$ cat config.mk
export PLATFORM = sky130hd
export DESIGN_NAME = clk_div_ctrl_flat
export DESIGN_NICKNAME = d
export VERILOG_FILES = /design/src/rtl/clk_div_ctrl_if.sv /design/src/rtl/clk_div_ctrl.sv /design/src/flat_wrapper.sv
export SDC_FILE = /design/constraint.sdc
export NUM_CORES = 1
export LEC_CHECK = 0
export ABC_AREA = 1
export CAP_MARGIN = 20
export CORE_ASPECT_RATIO = 0.8
export CORE_MARGIN = 1.5
export CORE_UTILIZATION = 60
export CTS_CLUSTER_DIAMETER = 150
export CTS_CLUSTER_SIZE = 12
export DETAILED_ROUTE_END_ITERATION = 16
export HOLD_SLACK_MARGIN = 0.12
export PLACE_DENSITY = 0.93
export SLEW_MARGIN = 40
export SYNTH_ARGS = -nofsm -noshare
export SYNTH_HDL_FRONTEND = slang
export SYNTH_SLANG_ARGS = --single-unit
$ cat constraint.sdc
create_clock -name clk_in -period 7.5 [get_ports clk_in]
set_input_delay 1.5 -clock clk_in [delete_from_list [all_inputs] [get_ports clk_in]]
set_output_delay 1.5 -clock clk_in [all_outputs]
set_load 0.02 [all_outputs]
$ cat src/rtl/clk_div_ctrl_if.sv
// clk_div_ctrl_if: divisor-change request channel of the clock-divider controller.
// Signals: cfg_valid/cfg_div from the config master; cfg_ready/cfg_err back from the controller.
interface clk_div_ctrl_if #(
    parameter int WIDTH = 16
) ();
    logic             cfg_valid;
    logic [WIDTH-1:0] cfg_div;
    logic             cfg_ready;
    logic             cfg_err;

    modport master (
        output cfg_valid,
        output cfg_div,
        input  cfg_ready,
        input  cfg_err
    );

    modport slave (
        input  cfg_valid,
        input  cfg_div,
        output cfg_ready,
        output cfg_err
    );
endinterface

$ cat src/rtl/clk_div_ctrl.sv
// clk_div_ctrl: run-time programmable, glitch-free clock divider controller.
// Ports: clk_in, rst (async active-low), en, cfg (slave: valid/div/ready/err),
//        clk_out, tick, busy, div_active; tick_count only with CLK_DIV_CTRL_TICK_CNT_EN.
module clk_div_ctrl #(
    parameter int WIDTH       = 16,
    parameter int DEFAULT_DIV = 10,
    parameter int MIN_DIV     = 2
) (
    input  logic             clk_in,
    input  logic             rst,
    input  logic             en,
    clk_div_ctrl_if.slave    cfg,
    output logic             clk_out,
    output logic             tick,
    output logic             busy,
    output logic [WIDTH-1:0] div_active
`ifdef CLK_DIV_CTRL_TICK_CNT_EN
    ,
    output logic [15:0]      tick_count
`endif
);

    typedef enum logic [1:0] {
        IDLE = 2'd0,
        RUN  = 2'd1,
        PEND = 2'd2
    } state_t;

    state_t           state;
    logic [WIDTH-1:0] cnt;
    logic [WIDTH-1:0] div_pend;
    logic [WIDTH-1:0] next_cnt;
    logic [WIDTH-1:0] commit_div;
    logic             err_q;
    logic             accept;
    logic             req_ok;
    logic             wrap;

    assign cfg.cfg_ready = rst & (state != PEND);
    assign cfg.cfg_err   = err_q;
    assign busy          = (state == PEND);

    // commit_div is the divisor the next period uses when a boundary
    // (IDLE or wrap) is taken this cycle: a held pending value wins,
    // otherwise a valid request arriving right now, otherwise unchanged.
    always_comb begin
        accept     = cfg.cfg_valid & cfg.cfg_ready;
        req_ok     = (cfg.cfg_div >= WIDTH'(MIN_DIV));
        wrap       = (cnt == div_active - WIDTH'(1));
        next_cnt   = wrap ? '0 : cnt + WIDTH'(1);
        commit_div = div_active;
        if (state == PEND) begin
            commit_div = div_pend;
        end else if (accept && req_ok) begin
            commit_div = cfg.cfg_div;
        end
    end

    always_ff @(posedge clk_in or negedge rst) begin
        if (!rst) begin
            state      <= IDLE;
            cnt        <= '0;
            div_active <= WIDTH'(DEFAULT_DIV);
            div_pend   <= '0;
            clk_out    <= 1'b0;
            tick       <= 1'b0;
            err_q      <= 1'b0;
        end else begin
            err_q <= accept & ~req_ok;
            case (state)
                IDLE: begin
                    cnt        <= '0;
                    div_active <= commit_div;
                    clk_out    <= en && ((commit_div >> 1) != '0);
                    tick       <= en;
                    if (en) state <= RUN;
                end
                default: begin
                    if (wrap) begin
                        // Period boundary: the only point where the
                        // divisor and run/stop may change.
                        cnt        <= '0;
                        div_active <= commit_div;
                        clk_out    <= en && ((commit_div >> 1) != '0);
                        tick       <= en;
                        state      <= en ? RUN : IDLE;
                    end else begin
                        cnt     <= next_cnt;
                        clk_out <= (next_cnt < (div_active >> 1));
                        tick    <= 1'b0;
                        if (state == RUN && accept && req_ok) begin
                            div_pend <= cfg.cfg_div;
                            state    <= PEND;
                        end
                    end
                end
            endcase
        end
    end

`ifdef CLK_DIV_CTRL_TICK_CNT_EN
    always_ff @(posedge clk_in or negedge rst) begin
        if (!rst) begin
            tick_count <= '0;
        end else if (tick) begin
            tick_count <= tick_count + 16'd1;
        end
    end
`endif

endmodule

$ cat src/flat_wrapper.sv
// flat-port wrapper written by rule: the top's interface ports become plain ports
module clk_div_ctrl_flat 
#(
    parameter int WIDTH       = 16,
    parameter int DEFAULT_DIV = 10,
    parameter int MIN_DIV     = 2
)
  (clk_in, rst, en, clk_out, tick, busy, div_active, cfg_cfg_valid, cfg_cfg_div, cfg_cfg_ready, cfg_cfg_err);
  clk_div_ctrl_if #(.WIDTH(WIDTH)) cfg_i ();
  input  logic clk_in;
  input  logic rst;
  input  logic en;
  output logic clk_out;
  output logic tick;
  output logic busy;
  output logic [WIDTH-1:0] div_active;
  input wire logic [$bits(cfg_i.cfg_valid)-1:0] cfg_cfg_valid;
  input wire logic [$bits(cfg_i.cfg_div)-1:0] cfg_cfg_div;
  output wire logic [$bits(cfg_i.cfg_ready)-1:0] cfg_cfg_ready;
  output wire logic [$bits(cfg_i.cfg_err)-1:0] cfg_cfg_err;
  assign cfg_i.cfg_valid = cfg_cfg_valid;
  assign cfg_i.cfg_div = cfg_cfg_div;
  assign cfg_cfg_ready = cfg_i.cfg_ready;
  assign cfg_cfg_err = cfg_i.cfg_err;
  clk_div_ctrl #(.WIDTH(WIDTH), .DEFAULT_DIV(DEFAULT_DIV), .MIN_DIV(MIN_DIV)) u_core (.clk_in(clk_in), .rst(rst), .en(en), .cfg(cfg_i), .clk_out(clk_out), .tick(tick), .busy(busy), .div_active(div_active));
endmodule
==> metrics.md <==
| Metric | Value |
|---|---|
| Setup_tns | `0 ps` |
| Worst R2R Path Depth | `21` |
| Final hold viol count | `0` |
| Avg Cell Area, Syn | `a little over 7 um^2` |
| Pleak | `approximately 2.1 nW` |
| Crit path capture type | `output pin` |
| Setup ws final | `between 2000 and 3000 ps` |
| Vias in the first global route | `between 3000 and 4000` |
| Hold Path End | `u_core.div_pend[7]` |
| Row Count | `25` |
| Final RePlAce weighted congestion | `about 0.9` |
| Critical-path top delay cell | `clkdlybuf4s50_1` |
| Syn Inst Count | `~530` |
| Cts hold-fix bufs | `0` |
| Die X-Extent | `roughly 90 um` |
| Number of port buffers | `40` |
| Vert. Die Dim | `74.6 um` |
| Via/cell ratio | `about 5.6` |
| Reg2reg setup slack | `a little over 4000 ps` |
| Yosys warns | `0` |
| Clock skew | `just under 10 ps` |
| Layout cells sized above 1 | `0.124` |
| Detail Route Antenna Nets | `0` |
| Hold-critical path depth | `2` |
| Clk_lat worst skew | `roughly 310 ps` |
| Core ar. | `about 6000 um^2` |
| Commonest non-fill, non-tap cell in the layout | `nand2_1` |
| CTS clk-pin slew, worst paths | `100 ps` |
| Final min period | `4620 ps` |
| Slew margin rel. | `0.508` |
| CTS Buf Count | `5` |
| Pin count of the biggest net entering global routing | `55` |
| Post-Syn Nets | `about 570` |
| Vias | `approximately 3600` |
| CTS max path bufs | `2` |
| Critical Path AT | `3120 ps` |
| Number of gates resized after CTS | `0` |
| CP Cell Sequence | `buf_2 > buf_4 > inv_1 > nor2_2 > clkdlybuf4s50_1` |
| Setup crit start kind | `primary input` |
| Detailed Routing Iterations Pass 1 | `6` |
| Nets | `roughly 600` |
| Dpl cells | `roughly 640` |
| Share of the synthesized area in the top cell type | `0.331` |
| Critical path class | `in2out` |
| Initial Util | `0.638` |
| Crit path buffers/inverters | `4` |
| Global route total overflow | `0` |
| Endpoints failing setup | `0` |
| Initial antenna violation count | `0` |
| Pre-CTS setup slack | `about 2900 ps` |
| HP Class | `reg2reg` |
| Final period util | `0.616` |
| Initial DRC count | `roughly 300` |
| Root Buffer | `clkbuf_8` |
| Clock tree sinks | `53` |
| Cell Area, Synth | `slightly below 4000 um^2` |
| Outcome | `finished, final reports clean` |
| Final Non-Filler Cells | `between 600 and 700` |
| Crit-path leading delay family | `buffers and inverters` |
| Post-CTS Setup Inserts | `0` |
| Peak per-stage delay on the critical path | `approximately 630 ps` |
| DRC viols | `0` |
| Syn-to-layout area delta | `12.3%` |
| GRT Util Overall | `0.304` |
| Max frequency | `about 220 MHz` |
| RSZ-0062 raised after global routing | `no` |
| Max-slew violation total from the final report | `0` |
| Htree depth | `2` |
| Worst r2r src | `u_core.div_active[1]` |
| Post-DP HPWL | `7.10 mm` |
| Worst flop-to-flop path endpoint | `u_core.clk_out` |
| Peak supply drop | `approximately 240 uV` |
| Data required time of the worst path | `roughly 6000 ps` |
| Synth top area cells | `dfrtp_1 33%, nand2_1 11%, nor2_1 7.9%` |
| Die ar. | `just under 7000 um^2` |
| Post-synth top area cell | `dfrtp_1` |
| WL final | `between 9 and 10 mm` |
| PwrDens | `about 350 nW/um^2` |
| DR WL/cell | `between 10 and 15 um` |
| Top Ports | `slightly above 40` |
| CTS tree | `yes` |
| Worst Tran Pin Value | `around 730 ps` |
| #FFs+latches synth | `53` |
| First-pass GRT wire length | `16.2 mm` |
| Hold Startpoint | `u_core.div_pend[7]` |
| Final Power | `0.00153 W` |
| Worst-path maximum fanout | `between 50 and 60` |
| Ant. Diodes | `0` |
| Seq/Total Area, Yosys | `0.345` |
| Post-synth cell types | `39` |
| Max-cap viol count | `0` |
| Most frequent cells in the layout | `114 x nand2_1, 81 x nor2_1, 71 x inv_1` |
cell usage after synthesis, drive strengths merged:
| cell | count |
|---|---|
| buf | 10 |
| a211oi | 2 |
| o21ai | 49 |
| o21bai | 1 |
| nor3 | 9 |
| nor4 | 1 |
| nand3 | 20 |
| dfstp | 2 |
| inv | 76 |
| nor2 | 94 |
| nand3b | 5 |
| mux2 | 1 |
| nand4 | 9 |
| a31oi | 2 |
| clkbuf | 5 |
| xnor2 | 8 |
| o211ai | 1 |
| xor2 | 10 |
| a221oi | 1 |
| nand2 | 134 |
| dfrtp | 51 |
| or2 | 1 |
| o22ai | 14 |
| ha | 16 |
| a21oi | 6 |
| o211a | 1 |
power breakdown:
group | internal [W] | switching, W | leakage (nW) | total [W]
Combinational | 0.000335 | 0.000521 | 1.38 | 0.000855
Clock | 0.0000651 | 0.0000975 | 0.0450 | 0.000163
Sequential | 0.000383 | 0.000132 | 0.682 | 0.000515
worst reg2reg max path, cell delays in order, from the launching register on:
cell      delay [ps]
dfstp_2          610
inv_1            110
ha_1             230
nand2_2          170
nor2_2           100
nand2_1           60
nand2_1           50
nand2_1           50
inv_1             30
nor2_1            70
nand2_1           90
nor2_2           140
nand2_2          130
inv_1            390
nor2_1           120
ha_1             320
nand2_1           70
nor2_1           150
a211oi_1          60
o211a_1          230
nand2_1           70
nand2_1           60
how the worst max path moves through the flow:
stage	cells after the start	from	end
after floorplan	2	rst	cfg_cfg_ready
after CTS	5	rst	cfg_cfg_ready
after global routing	5	rst	cfg_cfg_ready
after detailed placement	5	rst	cfg_cfg_ready
final	5	rst	cfg_cfg_ready
after global placement	5	rst	cfg_cfg_ready
layout make-up:
class,count,area (um^2)
Clock buffer,6,72.6
Multi-Input combinational cell,385,2120
Sequential cell,53,1330
Inverter,76,285
Fill cell,480,1710
Timing Repair Buffer,41,403
Clock inverter,2,10.0
Tap cell,81,101
routing by layer:
layer | global-route usage | wire, um | part of all wire
met5 | 0 | 0 | 0
met4 | 0.111 | 183 | 0.019
met3 | 0.0485 | 601 | 0.063
met2 | 0.536 | 4520 | 0.48
met1 | 0.385 | 4170 | 0.44
cells by family (layout without fill, tap and decap cells):
logic type / after synthesis / count (layout) / synth area share
DFF: 53 / 53 / 0.345
xor gates and xnor gates: 18 / 18 / 0.0409
adders and majority gates: 16 / 16 / 0.0520
AOI/OAI and AO/OA: 77 / 77 / 0.127
buffers and inverters: 91 / 125 / 0.105
muxes: 1 / 1 / 0.00390
and+or+nand+nor: 273 / 273 / 0.325
sequential cells by signal, summed over array words and instances (netlist names):
| name | count |
|---|---|
| u_core.cfg.cfg_err | 1 |
| u_core.div_pend | 16 |
| u_core.cnt | 16 |
| u_core.div_active | 16 |
| u_core.clk_out | 1 |
| u_core.tick | 1 |
| u_core.state | 2 |
stage by stage:
step	hold slack (ps)	util	instance area (um^2)
final	502	0.716	4320
after global routing	520	0.716	4320
after CTS	500	0.716	4320
after detailed placement	479	0.703	4240
after global placement	472	0.701	4230
after floorplan	459	-	3850
No activity file was read; power rests on OpenSTA's default activity.
